**src/rtl/falafel_cfg_write_arbiter_if.sv**
```systemverilog
// Bundle of request, allocator-status and config-write signals for falafel_cfg_write_arbiter.
// Latency: none, this is wiring only.
// Backpressure: none here; the arbiter paces requesters with req_ready_o and the allocator with alloc_busy_i.
interface falafel_cfg_write_arbiter_if #(
    parameter int NUM_REQ = 2,
    parameter int DATA_W  = 32
);
    localparam int ID_W = $clog2(NUM_REQ);

    // requester side
    logic [NUM_REQ-1:0]             req_valid_i;
    logic [NUM_REQ-1:0][DATA_W-1:0] req_addr_i;
    logic [NUM_REQ-1:0][DATA_W-1:0] req_data_i;
    logic [NUM_REQ-1:0]             req_ready_o;
    logic                           req_err_o;

    // allocator side
    logic                           alloc_busy_i;
    logic                           cfg_write_o;
    logic [DATA_W-1:0]              cfg_addr_o;
    logic [DATA_W-1:0]              cfg_data_o;
    logic [ID_W-1:0]                grant_id_o;

    // environment that drives requests and allocator status
    modport master (
        output req_valid_i, req_addr_i, req_data_i, alloc_busy_i,
        input  req_ready_o, req_err_o, cfg_write_o, cfg_addr_o, cfg_data_o, grant_id_o
    );

    // the arbiter itself
    modport slave (
        input  req_valid_i, req_addr_i, req_data_i, alloc_busy_i,
        output req_ready_o, req_err_o, cfg_write_o, cfg_addr_o, cfg_data_o, grant_id_o
    );
endinterface

```
**src/rtl/falafel_cfg_write_arbiter.sv**
```systemverilog
// Round-robin arbiter sharing the allocator's single config write port among NUM_REQ requesters.
// Latency: request sampled at edge 0, cfg write + ready in the cycle after edge 1; peak one write per 3 cycles.
// Backpressure: latched write waits in QUIESCE while alloc_busy_i is high; requesters hold valid until ready.
// Optional: define FALAFEL_CFG_ADDR_CHECK_EN to reject addresses outside the known map (req_err_o pulse).
// Address map used by the check: FREE_LIST_PTR_ADDR=0x10, LOCK_PTR_ADDR=0x14, LOCK_ID_ADDR=0x18.
// NUM_REQ is meant for 2..8; ID_W is derived from it.
module falafel_cfg_write_arbiter #(
    parameter int NUM_REQ = 2,
    parameter int DATA_W  = 32
) (
    input  logic                       clk_i,
    input  logic                       rst_ni,
    falafel_cfg_write_arbiter_if.slave bus
);
    localparam int ID_W = $clog2(NUM_REQ);

    typedef enum logic [1:0] {
        ST_IDLE    = 2'd0,
        ST_QUIESCE = 2'd1,
        ST_WRITE   = 2'd2
    } state_t;

    state_t             r_state;
    state_t             w_next_state;

    // latched request; r_addr/r_data double as the registered cfg_addr_o/cfg_data_o
    logic [DATA_W-1:0]  r_addr;
    logic [DATA_W-1:0]  r_data;
    logic [ID_W-1:0]    r_id;
    logic [ID_W-1:0]    r_rr_ptr;

    logic               w_any;
    logic               w_hi_any;
    logic [ID_W-1:0]    w_hi_id;
    logic [ID_W-1:0]    w_lo_id;
    logic [ID_W-1:0]    w_pick;
    logic [ID_W-1:0]    w_rr_next;
    logic               w_addr_ok;
    logic [NUM_REQ-1:0] w_ready;
    logic               w_wr;
    logic               w_err;

    // Round-robin pick: lowest pending index at or above rr_ptr, else lowest pending index overall (wrap).
    always_comb begin
        w_any    = 1'b0;
        w_hi_any = 1'b0;
        w_hi_id  = '0;
        w_lo_id  = '0;
        for (int j = NUM_REQ - 1; j >= 0; j--) begin
            if (bus.req_valid_i[j]) begin
                w_any   = 1'b1;
                w_lo_id = ID_W'(j);
                if (ID_W'(j) >= r_rr_ptr) begin
                    w_hi_any = 1'b1;
                    w_hi_id  = ID_W'(j);
                end
            end
        end
        w_pick = w_hi_any ? w_hi_id : w_lo_id;
    end

    // The just-served requester becomes lowest priority on the next arbitration.
    assign w_rr_next = (r_id == ID_W'(NUM_REQ - 1)) ? '0 : r_id + 1'b1;

`ifdef FALAFEL_CFG_ADDR_CHECK_EN
    localparam logic [DATA_W-1:0] FREE_LIST_PTR_ADDR = DATA_W'(32'h10);
    localparam logic [DATA_W-1:0] LOCK_PTR_ADDR      = DATA_W'(32'h14);
    localparam logic [DATA_W-1:0] LOCK_ID_ADDR       = DATA_W'(32'h18);

    assign w_addr_ok = (r_addr == FREE_LIST_PTR_ADDR) ||
                       (r_addr == LOCK_PTR_ADDR)      ||
                       (r_addr == LOCK_ID_ADDR);
`else
    // Every address is forwarded; the config block ignores ones it does not know.
    assign w_addr_ok = 1'b1;
`endif

    // State register.
    always_ff @(posedge clk_i or negedge rst_ni) begin
        if (!rst_ni) begin
            r_state <= ST_IDLE;
        end else begin
            r_state <= w_next_state;
        end
    end

    // Next-state: grab a request, wait out the allocator, then a single write cycle.
    always_comb begin
        w_next_state = r_state;
        case (r_state)
            ST_IDLE:    if (w_any) w_next_state = ST_QUIESCE;
            ST_QUIESCE: if (!bus.alloc_busy_i) w_next_state = ST_WRITE;
            ST_WRITE:   w_next_state = ST_IDLE;
            default:    w_next_state = ST_IDLE;
        endcase
    end

    // Request latch and round-robin pointer; later addr/data changes by the requester are ignored.
    always_ff @(posedge clk_i or negedge rst_ni) begin
        if (!rst_ni) begin
            r_addr   <= '0;
            r_data   <= '0;
            r_id     <= '0;
            r_rr_ptr <= '0;
        end else begin
            case (r_state)
                ST_IDLE: begin
                    if (w_any) begin
                        r_addr <= bus.req_addr_i[w_pick];
                        r_data <= bus.req_data_i[w_pick];
                        r_id   <= w_pick;
                    end
                end
                ST_WRITE: begin
                    r_addr   <= '0;
                    r_data   <= '0;
                    r_rr_ptr <= w_rr_next;
                end
                default: begin
                end
            endcase
        end
    end

    // Outputs: strobe and ready only in WRITE; a rejected address gets err instead of strobe.
    always_comb begin
        w_ready = '0;
        w_wr    = 1'b0;
        w_err   = 1'b0;
        if (r_state == ST_WRITE) begin
            w_ready[r_id] = 1'b1;
            w_wr          = w_addr_ok;
            w_err         = ~w_addr_ok;
        end
    end

    assign bus.req_ready_o = w_ready;
    assign bus.req_err_o   = w_err;
    assign bus.cfg_write_o = w_wr;
    assign bus.cfg_addr_o  = r_addr;
    assign bus.cfg_data_o  = r_data;
    assign bus.grant_id_o  = r_id;

endmodule

```
**src/flat_wrapper.sv**
```systemverilog
// flat-port wrapper written by rule: the top's interface ports become plain ports
module falafel_cfg_write_arbiter_flat 
#(
    parameter int NUM_REQ = 2,
    parameter int DATA_W  = 32
)
  (clk_i, rst_ni, bus_req_valid_i, bus_req_addr_i, bus_req_data_i, bus_alloc_busy_i, bus_req_ready_o, bus_req_err_o, bus_cfg_write_o, bus_cfg_addr_o, bus_cfg_data_o, bus_grant_id_o);
  falafel_cfg_write_arbiter_if #(.NUM_REQ(NUM_REQ), .DATA_W(DATA_W)) bus_i ();
  input  logic clk_i;
  input  logic rst_ni;
  input wire logic [$bits(bus_i.req_valid_i)-1:0] bus_req_valid_i;
  input wire logic [$bits(bus_i.req_addr_i)-1:0] bus_req_addr_i;
  input wire logic [$bits(bus_i.req_data_i)-1:0] bus_req_data_i;
  input wire logic [$bits(bus_i.alloc_busy_i)-1:0] bus_alloc_busy_i;
  output wire logic [$bits(bus_i.req_ready_o)-1:0] bus_req_ready_o;
  output wire logic [$bits(bus_i.req_err_o)-1:0] bus_req_err_o;
  output wire logic [$bits(bus_i.cfg_write_o)-1:0] bus_cfg_write_o;
  output wire logic [$bits(bus_i.cfg_addr_o)-1:0] bus_cfg_addr_o;
  output wire logic [$bits(bus_i.cfg_data_o)-1:0] bus_cfg_data_o;
  output wire logic [$bits(bus_i.grant_id_o)-1:0] bus_grant_id_o;
  assign bus_i.req_valid_i = bus_req_valid_i;
  assign bus_i.req_addr_i = bus_req_addr_i;
  assign bus_i.req_data_i = bus_req_data_i;
  assign bus_i.alloc_busy_i = bus_alloc_busy_i;
  assign bus_req_ready_o = bus_i.req_ready_o;
  assign bus_req_err_o = bus_i.req_err_o;
  assign bus_cfg_write_o = bus_i.cfg_write_o;
  assign bus_cfg_addr_o = bus_i.cfg_addr_o;
  assign bus_cfg_data_o = bus_i.cfg_data_o;
  assign bus_grant_id_o = bus_i.grant_id_o;
  falafel_cfg_write_arbiter #(.NUM_REQ(NUM_REQ), .DATA_W(DATA_W)) u_core (.clk_i(clk_i), .rst_ni(rst_ni), .bus(bus_i));
endmodule
```
**config.mk**
```make
export PLATFORM = sky130hd
export DESIGN_NAME = falafel_cfg_write_arbiter_flat
export DESIGN_NICKNAME = d
export VERILOG_FILES = /design/src/rtl/falafel_cfg_write_arbiter_if.sv /design/src/rtl/falafel_cfg_write_arbiter.sv /design/src/flat_wrapper.sv
export SDC_FILE = /design/constraint.sdc
export NUM_CORES = 1
export LEC_CHECK = 0
export ABC_AREA = 1
export BUFFER_PORTS_ARGS = -buffer_cell sky130_fd_sc_hd__buf_4
export CORE_ASPECT_RATIO = 0.9
export CORE_MARGIN = 10
export CORE_UTILIZATION = 43
export DETAILED_ROUTE_END_ITERATION = 16
export PLACE_DENSITY_LB_ADDON = 0.2
export SYNTH_ARGS = -nofsm -noshare
export SYNTH_HDL_FRONTEND = slang
export SYNTH_SLANG_ARGS = --single-unit
export TNS_END_PERCENT = 10
```
**constraint.sdc**
```tcl
create_clock -name clk_i -period 1.8 [get_ports clk_i]
set_input_delay 0.09 -clock clk_i [delete_from_list [all_inputs] [get_ports clk_i]]
set_output_delay 0.09 -clock clk_i [all_outputs]
set_load 0.02 [all_outputs]
```
-- Word-level counts from Yosys, hierarchy flattened
Cells that the tools add are included.
- flip-flop bits (word level): 68
- bits of input ports: 133
- output and inout port bits: 69
- word-level logic and storage cells: 47
- add/subtract/negate cells: 1
- order comparisons: 5
- equality and inequality tests: 4
- mux-type cells: 26
- reductions and logical operators: 6
- operators with widths (operator ; count):
    two-way mux 32 bit ; 6
    one-hot mux 32 bit (2 select lines) ; 2
    two-way mux 1 bit ; 13
    two-way mux 2 bit ; 3
    AND reduction 2 bit ; 3
    less-than comparator 1 x 2 -> 1 bit (second input constant) ; 2
    one-hot mux 2 bit (2 select lines) ; 1
    == test 2 x 1 -> 1 bit (second input constant) ; 1
    == test 2 bit (second input constant) ; 1
    greater-or-equal comparator 1 bit (first input constant) ; 2
    zero test 2 bit ; 1
    inequality test 2 x 1 -> 1 bit (second input constant) ; 1
    inequality test 2 bit (second input constant) ; 1
    nonzero test 2 bit ; 1
    adder 1 bit (second input constant) ; 1
    demux 1 bit (select 1 bit) ; 1
    greater-or-equal comparator 1 bit (second input constant) ; 1
    logical AND 1 bit ; 1

-- Depth between registers and ports, before layout
- depth in word-level cells: 10
- mapped depth: 8
- depth with buffers taken out: 6

-- Worst setup path before layout
Ideal clock, no wire load.
- path type: reg2out
- start: register u_core.r_state[0]
- end: output bus_req_ready_o[0]
- data arrival time: 1.153 ns
- required time: 1.710 ns
- path slack: 0.557 ns
- cell stages (with the launch flop): 6
- path buffers: 2
- path through: dfrtp_1 > inv_1 > nand2_1 > buf_4 > buf_4 > nor2_1
- longest elaborated chain between the ends: 2
- ends and longest elaborated chain (what ; line ; RTL):
    start: declaration ; falafel_cfg_write_arbiter.sv:23 ; state_t r_state;
    start signal: assignment ; falafel_cfg_write_arbiter.sv:83 ; r_state <= w_next_state;
    == test 2 bit ; falafel_cfg_write_arbiter.sv:130 ; if (r_state == ST_WRITE) begin
    two-way mux 2 bit ; falafel_cfg_write_arbiter.sv:130 ;
    end: declaration ; flat_wrapper.sv:15 ; output wire logic [$bits(bus_i.req_ready_o)-1:0] bus_req_ready_o;
Every way passes these cells.

-- Final worst setup path
Ends and elaborated chain as after synthesis.

==> flow_summary.json <==
{
  "grt-ovfl-total": 0,
  "drtPass1Iterations": 4,
  "vias": 4234,
  "ys_ff_latch": 68,
  "min_path_cells": 5,
  "synthAdderAreaFrac": 0,
  "seqCellArea_um2": 1700,
  "port_buffers": 200,
  "ios": 202,
  "cts_tree": "yes",
  "start_util": 0.436,
  "grt_pass1_vias": 4217,
  "die_width_um": 121,
  "drv_cap": 0,
  "die_h_um": 111,
  "hp-start": "bus_req_addr_i[18]",
  "cp-start-kind": "flop",
  "via_per_inst": 4.75,
  "cts_setup_buffers": 0,
  "synthCells": 580,
  "synth.cell_area_um2": 3940,
  "fin_util": 0.637,
  "rows": 33,
  "gp_congestion": 0.805,
  "rsz0062_at_grt": "false",
  "power_density_nw_per_um2": 1500,
  "timing.rr.end": "u_core.bus.cfg_addr_o[29]",
  "antenna_found_initial": 0,
  "hold_viol": 0,
  "syn_avg_cell_area_um2": 6.79,
  "synth-simple-area-share": 0.381,
  "tns_ns": 0,
  "drv_slew": 0,
  "path_class": "reg2out",
  "drt-initial-drc-count": 245,
  "area_growth_pct": 46.2,
  "cts_root_buffer": "clkbuf_8",
  "rrSetupSlack_ns": 0.41,
  "layout-drive-gt1-share": 0.303,
  "die_area_um2": 13400,
  "drc": 0,
  "synth-xor-area-share": 0,
  "drt-total-wl_um": 12800,
  "wl_per_cell_um": 14.4,
  "min_to": "u_core.bus.cfg_addr_o[18]",
  "insertion_delay_ns": 0.33,
  "power_leakage_nw": 3.56,
  "post-route-period-util": 0.893,
  "synth.distinct_cells": 15,
  "min_path_type": "in2reg",
  "worstPathMaxFanout": 21,
  "critical_path_required_ns": 1.71,
  "multi_input_area_um2": 1540,
  "htreeDepth": 3,
  "hpwl_um": 9810,
  "clock_sink_count": 68,
  "coreArea_um2": 9040,
  "grt_pass1_wl_um": 20500,
  "gr-usage-all-layers": 0.184,
  "final_net_count": 897,
  "cts.reportedPaths.clkPinSlew_ns": 0.07,
  "cp-end-kind": "primary output",
  "yosysWarnings": 0,
  "cts_buffers": 9,
  "ant_nets": 0,
  "fmax_ghz": 0.622,
  "fin_crit_ns": 1.61,
  "clk_path_buf_depth": 2,
  "synth_top_family_by_area": "simple AND/OR/NAND/NOR gates",
  "status": "finished, final reports clean",
  "muxShareOfSynthArea": 0,
  "startpoint": "u_core.r_state[0]",
  "irDropWorstVdd_uv": 707,
  "skew_ns": 0.00757,
  "synth_compound_area_frac": 0.00476,
  "r2r_cells": 6,
  "rr_startpoint": "u_core.r_state[0]",
  "setup_viol": 0,
  "insertedDiodeCount": 0,
  "fillers": 835,
  "ys_seq_area_frac": 0.432,
  "grt_max_degree": 51,
  "arrival_ns": 1.52,
  "syn_nets": 713
}
layout make-up:
class                   instances  share of cell area
clock buffers                  11              0.0246
clock inverters                 5              0.0130
inverters                     133              0.0867
multi-input cells             337               0.268
flip-flops and latches         68               0.296
well taps                     122              0.0265
repair buffers                215               0.286
kinds of logic after synthesis:
logic type | after synthesis
other cells | 1
flops | 68
compound gates | 3
simple gates | 333
buf+inv | 175
sequential cells by signal (all words and copies together), names as in the netlist:
name	flops
u_core.bus.cfg_addr_o	32
u_core.r_rr_ptr	1
u_core.r_state	2
u_core.bus.grant_id_o	1
u_core.bus.cfg_data_o	32
how the worst max path moves through the flow:
stage                                to  cells after the start
4_1_cts              bus_req_ready_o[0]                      5
3_3_place_gp   u_core.bus.cfg_data_o[2]                      7
3_5_place_dp   u_core.bus.cfg_data_o[3]                      7
6_report             bus_req_ready_o[0]                      5
2_1_floorplan        bus_req_ready_o[0]                      5
5_1_grt              bus_req_ready_o[0]                      5
metrics by stage:
| step | power (mW) | area, um^2 | instances | setup slack, ns | hold WS [ns] |
|---|---|---|---|---|---|
| CTS | 8.76 | 5750 | 891 | 0.0768 | 0.0273 |
| detailed placement | 7.37 | 5520 | 873 | 0.402 | 0.0568 |
| global placement | 7.26 | 5520 | 873 | 0.447 | 0.0518 |
| floorplan | 5.34 | 3940 | 580 | 0.557 | -0.206 |
| finish | 8.65 | 5760 | 891 | 0.193 | 0.0435 |
| global route | 9.29 | 5760 | 891 | 0.0920 | 0.0421 |
report_power, final:
group / total (mW) / switching, mW / internal, mW
combinational: 4.54 / 2.72 / 1.82
sequential: 2.75 / 0.473 / 2.28
clock: 1.36 / 0.553 / 0.811
total: 8.65 / 3.74 / 4.91
critical path, cell delays in order, from the launching register on:
cell and delay [ns]:
dfrtp_1 0.39, inv_1 0.15, nand2_4 0.18, buf_4 0.23
nor2_1 0.09, buf_4 0.15
layout by cell type, fill, tap and decap left out, drive strengths merged:
cell type | Yosys | final
buf | 35 | 213
nand3 | 193 | 193
nand2 | 134 | 134
inv | 133 | 133
dfrtp | 68 | 68
clkbuf | 7 | 11
nor2 | 5 | 5
clkinv | 0 | 3
bufinv | 0 | 2
dlygate4sd3 | 0 | 2
o21ai | 2 | 2
nor3 | 1 | 1
a21oi | 1 | 1
conb | 1 | 1
metal layers:
layer / vias to the layer above / part of all wire / global-route usage / routed length (um)
met5: - / 0 / 0 / 0
met4: 0 / 0.0083 / 0.0514 / 106
met2: 164 / 0.48 / 0.304 / 6180
met1: 1920 / 0.41 / 0.218 / 5260
met3: 10 / 0.10 / 0.0677 / 1280
li1: 2140 / - / - / -
what timing repair did:
item,CTS,global route
hold buffers,2,0
gates resized for setup,0,1
endpoints found under the setup margin,0,2
hold endpoints to repair,32,0
cell usage after synthesis, drive strengths merged:
cell | instances | share of area
nand2 | 134 | 0.13
inv | 133 | 0.13
conb | 1 | 0.00095
nand3 | 193 | 0.25
a21oi | 1 | 0.0013
clkbuf | 7 | 0.0067
buf | 35 | 0.048
nor3 | 1 | 0.0013
nor2 | 5 | 0.0067
o21ai | 2 | 0.0035
dfrtp | 68 | 0.43
Power figures use the tool's default switching activity.
